File: src/rtl/mul_arb_pkg.sv
// Shared types and constants for the two-requester sequential multiplier arbiter.
package mul_arb_pkg;

    localparam int N_REQ = 2;
    localparam int ID_W  = 1;

    typedef enum logic [1:0] {
        IDLE = 2'd0,
        RUN  = 2'd1,
        DONE = 2'd2
    } state_t;

endpackage

File: src/rtl/mul_seq_engine.sv
// Repeated-addition multiplier datapath: load clears the accumulator and arms the
// step counter with the multiplier; each step adds the multiplicand once.
module mul_seq_engine #(
    parameter int SIZE = 8
) (
    input  logic              clk,
    input  logic              rst_n,
    input  logic              load,
    input  logic              step,
    input  logic [SIZE-1:0]   a_in,
    input  logic [SIZE-1:0]   b_in,
    output logic [2*SIZE-1:0] acc,
    output logic              done
);

    logic [SIZE-1:0] a_q;
    logic [SIZE-1:0] cnt_q;

    always_ff @(posedge clk or negedge rst_n) begin
        if (!rst_n) begin
            a_q   <= '0;
            cnt_q <= '0;
            acc   <= '0;
        end else if (load) begin
            a_q   <= a_in;
            cnt_q <= b_in;
            acc   <= '0;
        end else if (step && (cnt_q != '0)) begin
            acc   <= acc + {{SIZE{1'b0}}, a_q};
            cnt_q <= cnt_q - 1'b1;
        end
    end

    assign done = (cnt_q == '0);

endmodule

File: src/rtl/mul_arbiter.sv
// Round-robin front end for a shared sequential multiplier: grants one of two
// requesters in IDLE, runs the engine, then holds the product until consumed.
module mul_arbiter
    import mul_arb_pkg::*;
#(
    parameter int SIZE = 8
) (
    input  logic                    clk,
    input  logic                    rst_n,
    input  logic [N_REQ-1:0]        req_valid,
    input  logic [N_REQ*SIZE-1:0]   req_a,
    input  logic [N_REQ*SIZE-1:0]   req_b,
    output logic [N_REQ-1:0]        req_ready,
    output logic                    rsp_valid,
    output logic [ID_W-1:0]         rsp_id,
    output logic [2*SIZE-1:0]       rsp_result,
    input  logic                    rsp_ready,
    output logic                    busy
);

    state_t            state_q, state_d;
    logic [ID_W-1:0]   ptr_q;
    logic [ID_W-1:0]   id_q;
    logic [ID_W-1:0]   grant;
    logic              any_valid;
    logic [SIZE-1:0]   sel_a, sel_b;
    logic              load, step, rsp_set, rsp_clr;
    logic [2*SIZE-1:0] eng_acc;
    logic              eng_done;

    // The pointer only matters under contention; a lone requester always wins.
    assign any_valid = |req_valid;
    assign grant     = (&req_valid) ? ptr_q : req_valid[1];
    assign sel_a     = grant[0] ? req_a[2*SIZE-1:SIZE] : req_a[SIZE-1:0];
    assign sel_b     = grant[0] ? req_b[2*SIZE-1:SIZE] : req_b[SIZE-1:0];

    always_comb begin
        state_d   = state_q;
        req_ready = '0;
        load      = 1'b0;
        step      = 1'b0;
        rsp_set   = 1'b0;
        rsp_clr   = 1'b0;
        case (state_q)
            IDLE: begin
                // rst_n gating keeps req_ready low while reset is held.
                if (any_valid && rst_n) begin
                    req_ready[grant] = 1'b1;
                    load             = 1'b1;
                    state_d          = RUN;
                end
            end
            RUN: begin
                if (eng_done) begin
                    rsp_set = 1'b1;
                    state_d = DONE;
                end else begin
                    step = 1'b1;
                end
            end
            DONE: begin
                if (rsp_ready) begin
                    rsp_clr = 1'b1;
                    state_d = IDLE;
                end
            end
            default: state_d = IDLE;
        endcase
    end

    always_ff @(posedge clk or negedge rst_n) begin
        if (!rst_n) begin
            state_q    <= IDLE;
            ptr_q      <= '0;
            id_q       <= '0;
            rsp_valid  <= 1'b0;
            rsp_id     <= '0;
            rsp_result <= '0;
        end else begin
            state_q <= state_d;
            if (load) begin
                id_q  <= grant;
                ptr_q <= ~grant;
            end
            // rsp_result is left untouched on handshake; rsp_valid qualifies it.
            if (rsp_set) begin
                rsp_valid  <= 1'b1;
                rsp_id     <= id_q;
                rsp_result <= eng_acc;
            end else if (rsp_clr) begin
                rsp_valid  <= 1'b0;
            end
        end
    end

    assign busy = (state_q != IDLE);

    mul_seq_engine #(
        .SIZE(SIZE)
    ) u_engine (
        .clk   (clk),
        .rst_n (rst_n),
        .load  (load),
        .step  (step),
        .a_in  (sel_a),
        .b_in  (sel_b),
        .acc   (eng_acc),
        .done  (eng_done)
    );

endmodule

File: config.mk
export PLATFORM = sky130hd
export DESIGN_NAME = mul_arbiter
export DESIGN_NICKNAME = d
export VERILOG_FILES = /design/src/rtl/mul_arb_pkg.sv /design/src/rtl/mul_seq_engine.sv /design/src/rtl/mul_arbiter.sv
export SDC_FILE = /design/constraint.sdc
export NUM_CORES = 1
export LEC_CHECK = 0
export CAP_MARGIN = 25
export CORE_MARGIN = 2
export CORE_UTILIZATION = 49
export DETAILED_ROUTE_END_ITERATION = 6
export GPL_ROUTABILITY_DRIVEN = 0
export PLACE_DENSITY_LB_ADDON = 0.25
export SLEW_MARGIN = 20
export SYNTH_ARGS = -nofsm -noshare
export SYNTH_HDL_FRONTEND = slang
export SYNTH_SLANG_ARGS = --single-unit
export TNS_END_PERCENT = 20
File: constraint.sdc
create_clock -name clk -period 5.2 [get_ports clk]
set_input_delay 1.56 -clock clk [delete_from_list [all_inputs] [get_ports clk]]
set_output_delay 1.56 -clock clk [all_outputs]
set_load 0.005 [all_outputs]
==> results.md, run 1 <==
* Status: completed
* Grt total ovfl at 0
* H-Tree Level Count at 2
* Avg Inst Size Synth at between 10 and 15 µm²
* Die X at 79.61 µm
* Worst relative slew slack at 0.4321
* Fillers at 462
* Worst Setup Start Kind: primary input
* Hold Path Cell Cnt at 1
* Iteration-0 DRC Markers at 94
* Post-synthesis xor/xnor area fraction at 0.02814
* Final Slew Violations at 0
* Pwr Density at 488.3 mW/mm²
* RSZ-0062 raised after global routing: no
* Ports at slightly below 60
* Commonest cells after routing, fill and taps aside: 56 x clkdlybuf4s50_1, 54 x dfrtp_1, 27 x nand2_1, 17 x o21ai_0
* Final std cells w/o fill at 382
* Post-synth EDFFs at 0
* CTS resizes at 0
* Core area at 0.005507 mm²
* Vias in the first global route at 2151
* Routed WL per cell at 14.08 µm
* Worst EP arrival at between 2 and 3 ns
* Hold buffer count at cts at 0
* Dpl cells at 375
* Crit-path cells: clkdlybuf4s50_1 -> o211a_1 -> clkdlybuf4s50_1
* Top FF cell, synth: dfrtp_1
* Static Leak at ~1.6 nW
* Die footprint at 0.006338 mm²
* Peak Freq at 222.1 MHz
* Clock sink count at 54
* First-pass GRT wire length at 9294 µm
* Clock-pin slew on the worst setup and hold paths at 0.09 ns
* Synth warnings at 0
* WP data required at 3.64 ns
* # DRC at 0
* Mux cell area share after synthesis at 0.1300
* Netlist Area Pre-Place at 0.002801 mm²
* Worst-Margin Slew at roughly 0.85 ns
* Post-route ant nets at 0
* Final #Nets at 358
* Async SR Flop Fraction at 1.000
* Clock insertion delay at the later pin of the skew report at 0.31 ns
* CP max stage delay at 0.55 ns
* HP Class: flop to flop
* CTS tree: yes
* Hpwl dp at around 4000 µm
* Critical path class: primary input to output port
* Compound-Gate Fraction of Synth Area at 0.1434
* Post-DP Area at around 0.0034 mm²
* DP Worst Slack at 0.6914 ns
* Final Hold Fails at 0
* N_diodes at 0
* Commonest non-fill, non-tap cell in the layout: clkdlybuf4s50_1
* Drt first pass iters at 5
* Simple-gate share of the synthesized area at 0.1326
* Post-CTS setup buffers at 0
* Ranking of synthesized cells by area: dfrtp_1 48%, mux2_2 6.0%, mux2i_1 5.4%
* Post-synth top area cell: dfrtp_1
* Cell count after synthesis at 254
* Cell Rows at 27
* Area grow syn2layout at 24.70%
* Syn Nets at 302
* Skew final at 0.006659 ns
* Share of layout cells above drive strength 1 at 0.1065
* Post-synth top area share at 0.4824
* Period utilization at 0.8660
* Clock period minus worst slack at 4.503 ns
* Combinational family with the most area after synthesis: compound AO/OA/AOI/OAI gates
* Total negative slack at 0 ns
* Largest net degree at the start of global routing at 55
* # Max-Cap Violations at 0
* CP Capture Type: output port
* CTS root buf: clkbuf_8
* Yosys reg bits at 54
* Post-Synth Adder-Cell Area at 0.05181
* Initial antenna violation count at 0
* Clk buf depth at 2
* Critical-path top delay cell: clkdlybuf4s50_1
* Yosys cell types at 49
* Final setup vio count at 0
* Peak VDD IR at 0.0002289 V
* Post-DR vias/cell at 5.558
* Most Frequent Cell on Critical Path: clkdlybuf4s50_1
* Post-route cell area at 0.003493 mm²
* Seq/Total Area, Yosys at 0.4824
* Port Buffers at between 50 and 60
* Total track usage at 0.1856
* Final wirelength at 5380 µm
* Crit-path max FO at 8
* Starting density of the core at 0.5087
* Final worst slack at 0.6966 ns
* R2r worst-path depth at 7
* Die Span Y at 79.61 µm
* Via count at between 2000 and 2500
* CTS buffer count at 5
-- metrics by stage --
stage          total power [W]  hold WS [ns]  utilization
3_5_place_dp          0.001497        0.4656       0.6205
5_1_grt               0.001845        0.5143       0.6344
4_1_cts               0.001721        0.4852       0.6344
2_1_floorplan         0.001265        0.4425            -
3_3_place_gp          0.001461        0.4597       0.6205
6_report              0.001706        0.4796       0.6344
-- worst max-delay path, delay by kind of cell --
family | cells | cell delay, ns
AO/OA/AOI/OAI | 1 | 0.30
buffers and inverters | 2 | 1.08
-- state kept, by name (all words and copies together) (netlist names) --
| name | cells |
|---|---|
| rsp_result | 16 |
| u_engine.acc | 16 |
| u_engine.a_q | 8 |
| u_engine.cnt_q | 8 |
| state_q | 2 |
| id_q | 1 |
| ptr_q | 1 |
| rsp_id | 1 |
| rsp_valid | 1 |
-- cell type report --
cell class	count	area (µm²)	area share
Multi-Input combinational cell	183	1365	0.3908
Sequential cell	54	1351	0.3868
Timing Repair Buffer	60	588.1	0.1683
Tap cell	72	90.09	0.02579
Clock buffer	7	76.32	0.02185
Inverter	6	22.52	0.006447
-- cells in the mapped netlist, types with 2 or more instances --
master and count:
mux2_2 15, a21o_1 5, buf_6 3, o31ai_1 2, nor4_1 3, nor3b_1 4, or2_2 2, dfrtp_1 54
nor3_1 5, and2b_1 2, mux2i_1 15, nand3_1 11, ha_1 10, a21oi_1 8, a31oi_1 4, buf_2 2
o211ai_1 4, a211oi_1 3, and3_1 3, inv_1 6, mux2_1 4, nand2b_1 2, nand2_1 27, o21ai_0 18
nor2_1 4, clkbuf_1 6, xnor2_1 4, a22oi_1 3, xor2_1 5
-- per-layer routing --
layer  vias up  GRT usage  wire [µm]
met3         8    0.03054        239
met2        57     0.3218       2636
met5         -          0          0
met4         0    0.06207         74
li1       1042          -          -
met1      1016     0.2352       2430
-- kinds of logic (layout without fill, tap and decap cells) --
kind of cell / after synthesis / count (layout)
flip-flops: 54 / 54
buffers and inverters: 17 / 73
adder cells (fa/ha/maj): 11 / 11
AO/OA/AOI/OAI: 59 / 59
AND/OR/NAND/NOR: 70 / 70
multiplexers: 34 / 34
XOR/XNOR: 9 / 9
-- worst paths after layout --
path | startpoint | end | slack, ns
max | req_valid[1] | req_ready[1] | 0.70
min | rsp_valid | rsp_valid | 0.48
max reg2reg | u_engine.acc[0] | u_engine.acc[10] | 2.62
min reg2reg | rsp_valid | rsp_valid | 0.48
max in group asynchronous | rst_n | u_engine.a_q[2] | 3.38
min in group asynchronous | rst_n | state_q[1] | 1.37
-- where the power goes --
group / switching (W) / internal, W
clock: 0.000124 / 0.0000930
sequential: 0.000126 / 0.000573
combinational: 0.000408 / 0.000381
total: 0.000659 / 0.00105
No activity file was read; power rests on OpenSTA's default activity.
==> inputs of run 2 (changes only) <==
--- a/config.mk
+++ b/config.mk
@@ -10,6 +10,7 @@
 export CORE_UTILIZATION = 49
 export DETAILED_ROUTE_END_ITERATION = 6
 export GPL_ROUTABILITY_DRIVEN = 0
+export HOLD_SLACK_MARGIN = 0.06
 export PLACE_DENSITY_LB_ADDON = 0.25
 export SLEW_MARGIN = 20
 export SYNTH_ARGS = -nofsm -noshare
==> results of run 2 <==
No change in the layout: final DEF, timing and power equal those of run 1.
==> inputs of run 3 (changes only) <==
--- a/config.mk
+++ b/config.mk
@@ -6,8 +6,8 @@
 export NUM_CORES = 1
 export LEC_CHECK = 0
 export CAP_MARGIN = 25
-export CORE_MARGIN = 2
 export CORE_UTILIZATION = 49
+export CTS_CLUSTER_DIAMETER = 150
 export DETAILED_ROUTE_END_ITERATION = 6
 export GPL_ROUTABILITY_DRIVEN = 0
 export HOLD_SLACK_MARGIN = 0.06
==> constraint.sdc (replaced) <==
create_clock -name clk -period 5.3 [get_ports clk]
set_input_delay 1.59 -clock clk [delete_from_list [all_inputs] [get_ports clk]]
set_output_delay 1.59 -clock clk [all_outputs]
set_load 0.005 [all_outputs]
==> results.md, run 3 (synthesis gave the netlist of run 1 again) <==
* Status: completed
* Critical-path top delay cell: clkdlybuf4s50_1
* Fillers at ~460
* # DRC at 0
* Post-DP Area at 0.003417 mm²
* Hold buffer count at cts at 0
* Sequential share of power at 0.398
* Most Frequent Cell on Critical Path: clkdlybuf4s50_1
* Hold slack final at 0.4842 ns
* Die Span Y at between 70 and 80 µm
* WP data required at ~3.7 ns
* Static Leak at 1.590 nW
* Iteration-0 DRC Markers at between 100 and 150
* Period utilization at 0.8624
* M1 GR Usage at 0.2593
* Worst setup startpoint: req_valid[1]
* Clock power frac at 0.157
* Critical Path End: req_ready[1]
* Commonest cells after routing, fill and taps aside: 56 x clkdlybuf4s50_1, 54 x dfrtp_1, 27 x nand2_1, 17 x o21ai_0
* H-Tree Level Count at 2
* Starting density of the core at 0.5087
* CP max stage delay at 0.55 ns
* Comb power frac at 0.445
* Commonest non-fill, non-tap cell in the layout: clkdlybuf4s50_1
* Largest registers: rsp_result x16, u_engine.acc x16
* CTS tree: yes
* Hpwl dp at ~4000 µm
* Psw at 0.0006546 W
* Vias in the first global route at 2254
* Final #Nets at 358
* Worst EP arrival at 2.98 ns
* Clock period minus worst slack at 4.571 ns
* CTS resizes at 0
* Core area at 0.005507 mm²
* Post-DR vias/cell at 5.556
* Largest net degree at the start of global routing at 55
* Internal at around 0.0011 W
* Sw Ratio at 0.3786
* GR Util met3 at 0.04706
* Crit-path max FO at 8
* Worst Setup Start Kind: primary input
* Port Buffers at 57
* Final wirelength at around 5500 µm
* Crit-path cells: clkdlybuf4s50_1 -> o211a_1 -> clkdlybuf4s50_1
* Final Hold Fails at 0
* Post-route ant nets at 0
* Clock sink count at 54
* CTS root buf: clkbuf_8
* Clk buf depth at 2
* Skew final at 0.007957 ns
* Cell Rows at 27
* Peak Freq at 218.8 MHz
* HP Class: flop to flop
* Grt total ovfl at 0
* Area grow syn2layout at 25.86%
* Final setup vio count at 0
* Die X at approximately 78 µm
* Final Slew Violations at 0
* Worst-Margin Slew at 0.8386 ns
* Worst R2R End: u_engine.acc[14]
* Total track usage at 0.2076
* RSZ-0062 raised after global routing: no
* Clock-pin slew on the worst setup and hold paths at 0.09 ns
* Die footprint at approximately 0.0060 mm²
* Origin of the critical flop-to-flop path: u_engine.acc[0]
* CP Capture Type: output port
* Worst relative slew slack at 0.4409
* First-pass GRT wire length at 9811 µm
* Peak VDD IR at 0.0002154 V
* Drt first pass iters at 6
* Ports at between 50 and 60
* Worst R2R Setup Slack at 2.72 ns
* # Max-Cap Violations at 0
* Routed WL per cell at 14.28 µm
* Clock insertion delay at the later pin of the skew report at 0.31 ns
* Pwr Density at 490.4 mW/mm²
* Gr busiest metal: met2
* Tot Pwr at 0.001729 W
* CTS buffer count at 5
* N_diodes at 0
* Post-route cell area at between 0.003 and 0.004 mm²
* Post-CTS setup buffers at 0
* Share of layout cells above drive strength 1 at 0.1158
* Met2 usage at 0.3513
* Via count at 2128
* R2r worst-path depth at 7
* Total negative slack at 0 ns
* Hold Path Cell Cnt at 1
* Initial antenna violation count at 0
* Critical path class: primary input to output port
## run 3: critical path: cells and delay by family
family	cells	cell delay, ns
buf+inv	2	1.08
compound gates	1	0.30
## run 3: final cells by class
| cell class | count | area, µm² | share of cell area |
|---|---|---|---|
| sequential | 54 | 1351 | 0.3833 |
| timing repair buffer | 60 | 588.1 | 0.1668 |
| inverter | 6 | 22.52 | 0.006388 |
| clock inverter | 3 | 40.04 | 0.01136 |
| tap | 72 | 90.09 | 0.02555 |
| multi-input combinational | 183 | 1365 | 0.3872 |
| clock buffer | 5 | 68.82 | 0.01952 |
## run 3: stage by stage
step	setup slack, ns	instances	util
CTS	0.7285	383	0.6403
global placement	0.7439	375	0.6205
finish	0.7292	383	0.6403
floorplan	1.483	254	-
detailed placement	0.7357	375	0.6205
global route	0.6630	383	0.6403
## run 3: layer usage
metal / routed length, µm / part of all wire
met5: 0 / 0
met4: 106 / 0.019
met3: 190 / 0.035
met2: 2684 / 0.49
met1: 2487 / 0.45
## run 3: worst min path at each step
| stage | from | end | slack (ns) |
|---|---|---|---|
| floorplan | u_engine.acc[15] | u_engine.acc[15] | 0.44 |
| global placement | rsp_valid | rsp_valid | 0.46 |
| detailed placement | rsp_valid | rsp_valid | 0.47 |
| CTS | u_engine.acc[15] | u_engine.acc[15] | 0.49 |
| global route | rsp_valid | rsp_valid | 0.50 |
| finish | u_engine.acc[15] | u_engine.acc[15] | 0.48 |
## run 3: power by group through the flow
stage | registers, W | logic, W | clock network [W]
3_5_place_dp | 0.000698 | 0.000772 | 0
5_1_grt | 0.000711 | 0.000879 | 0.000296
4_1_cts | 0.000689 | 0.000776 | 0.000278
6_report | 0.000689 | 0.000769 | 0.000272
3_3_place_gp | 0.000691 | 0.000742 | 0
2_1_floorplan | 0.000665 | 0.000576 | 0
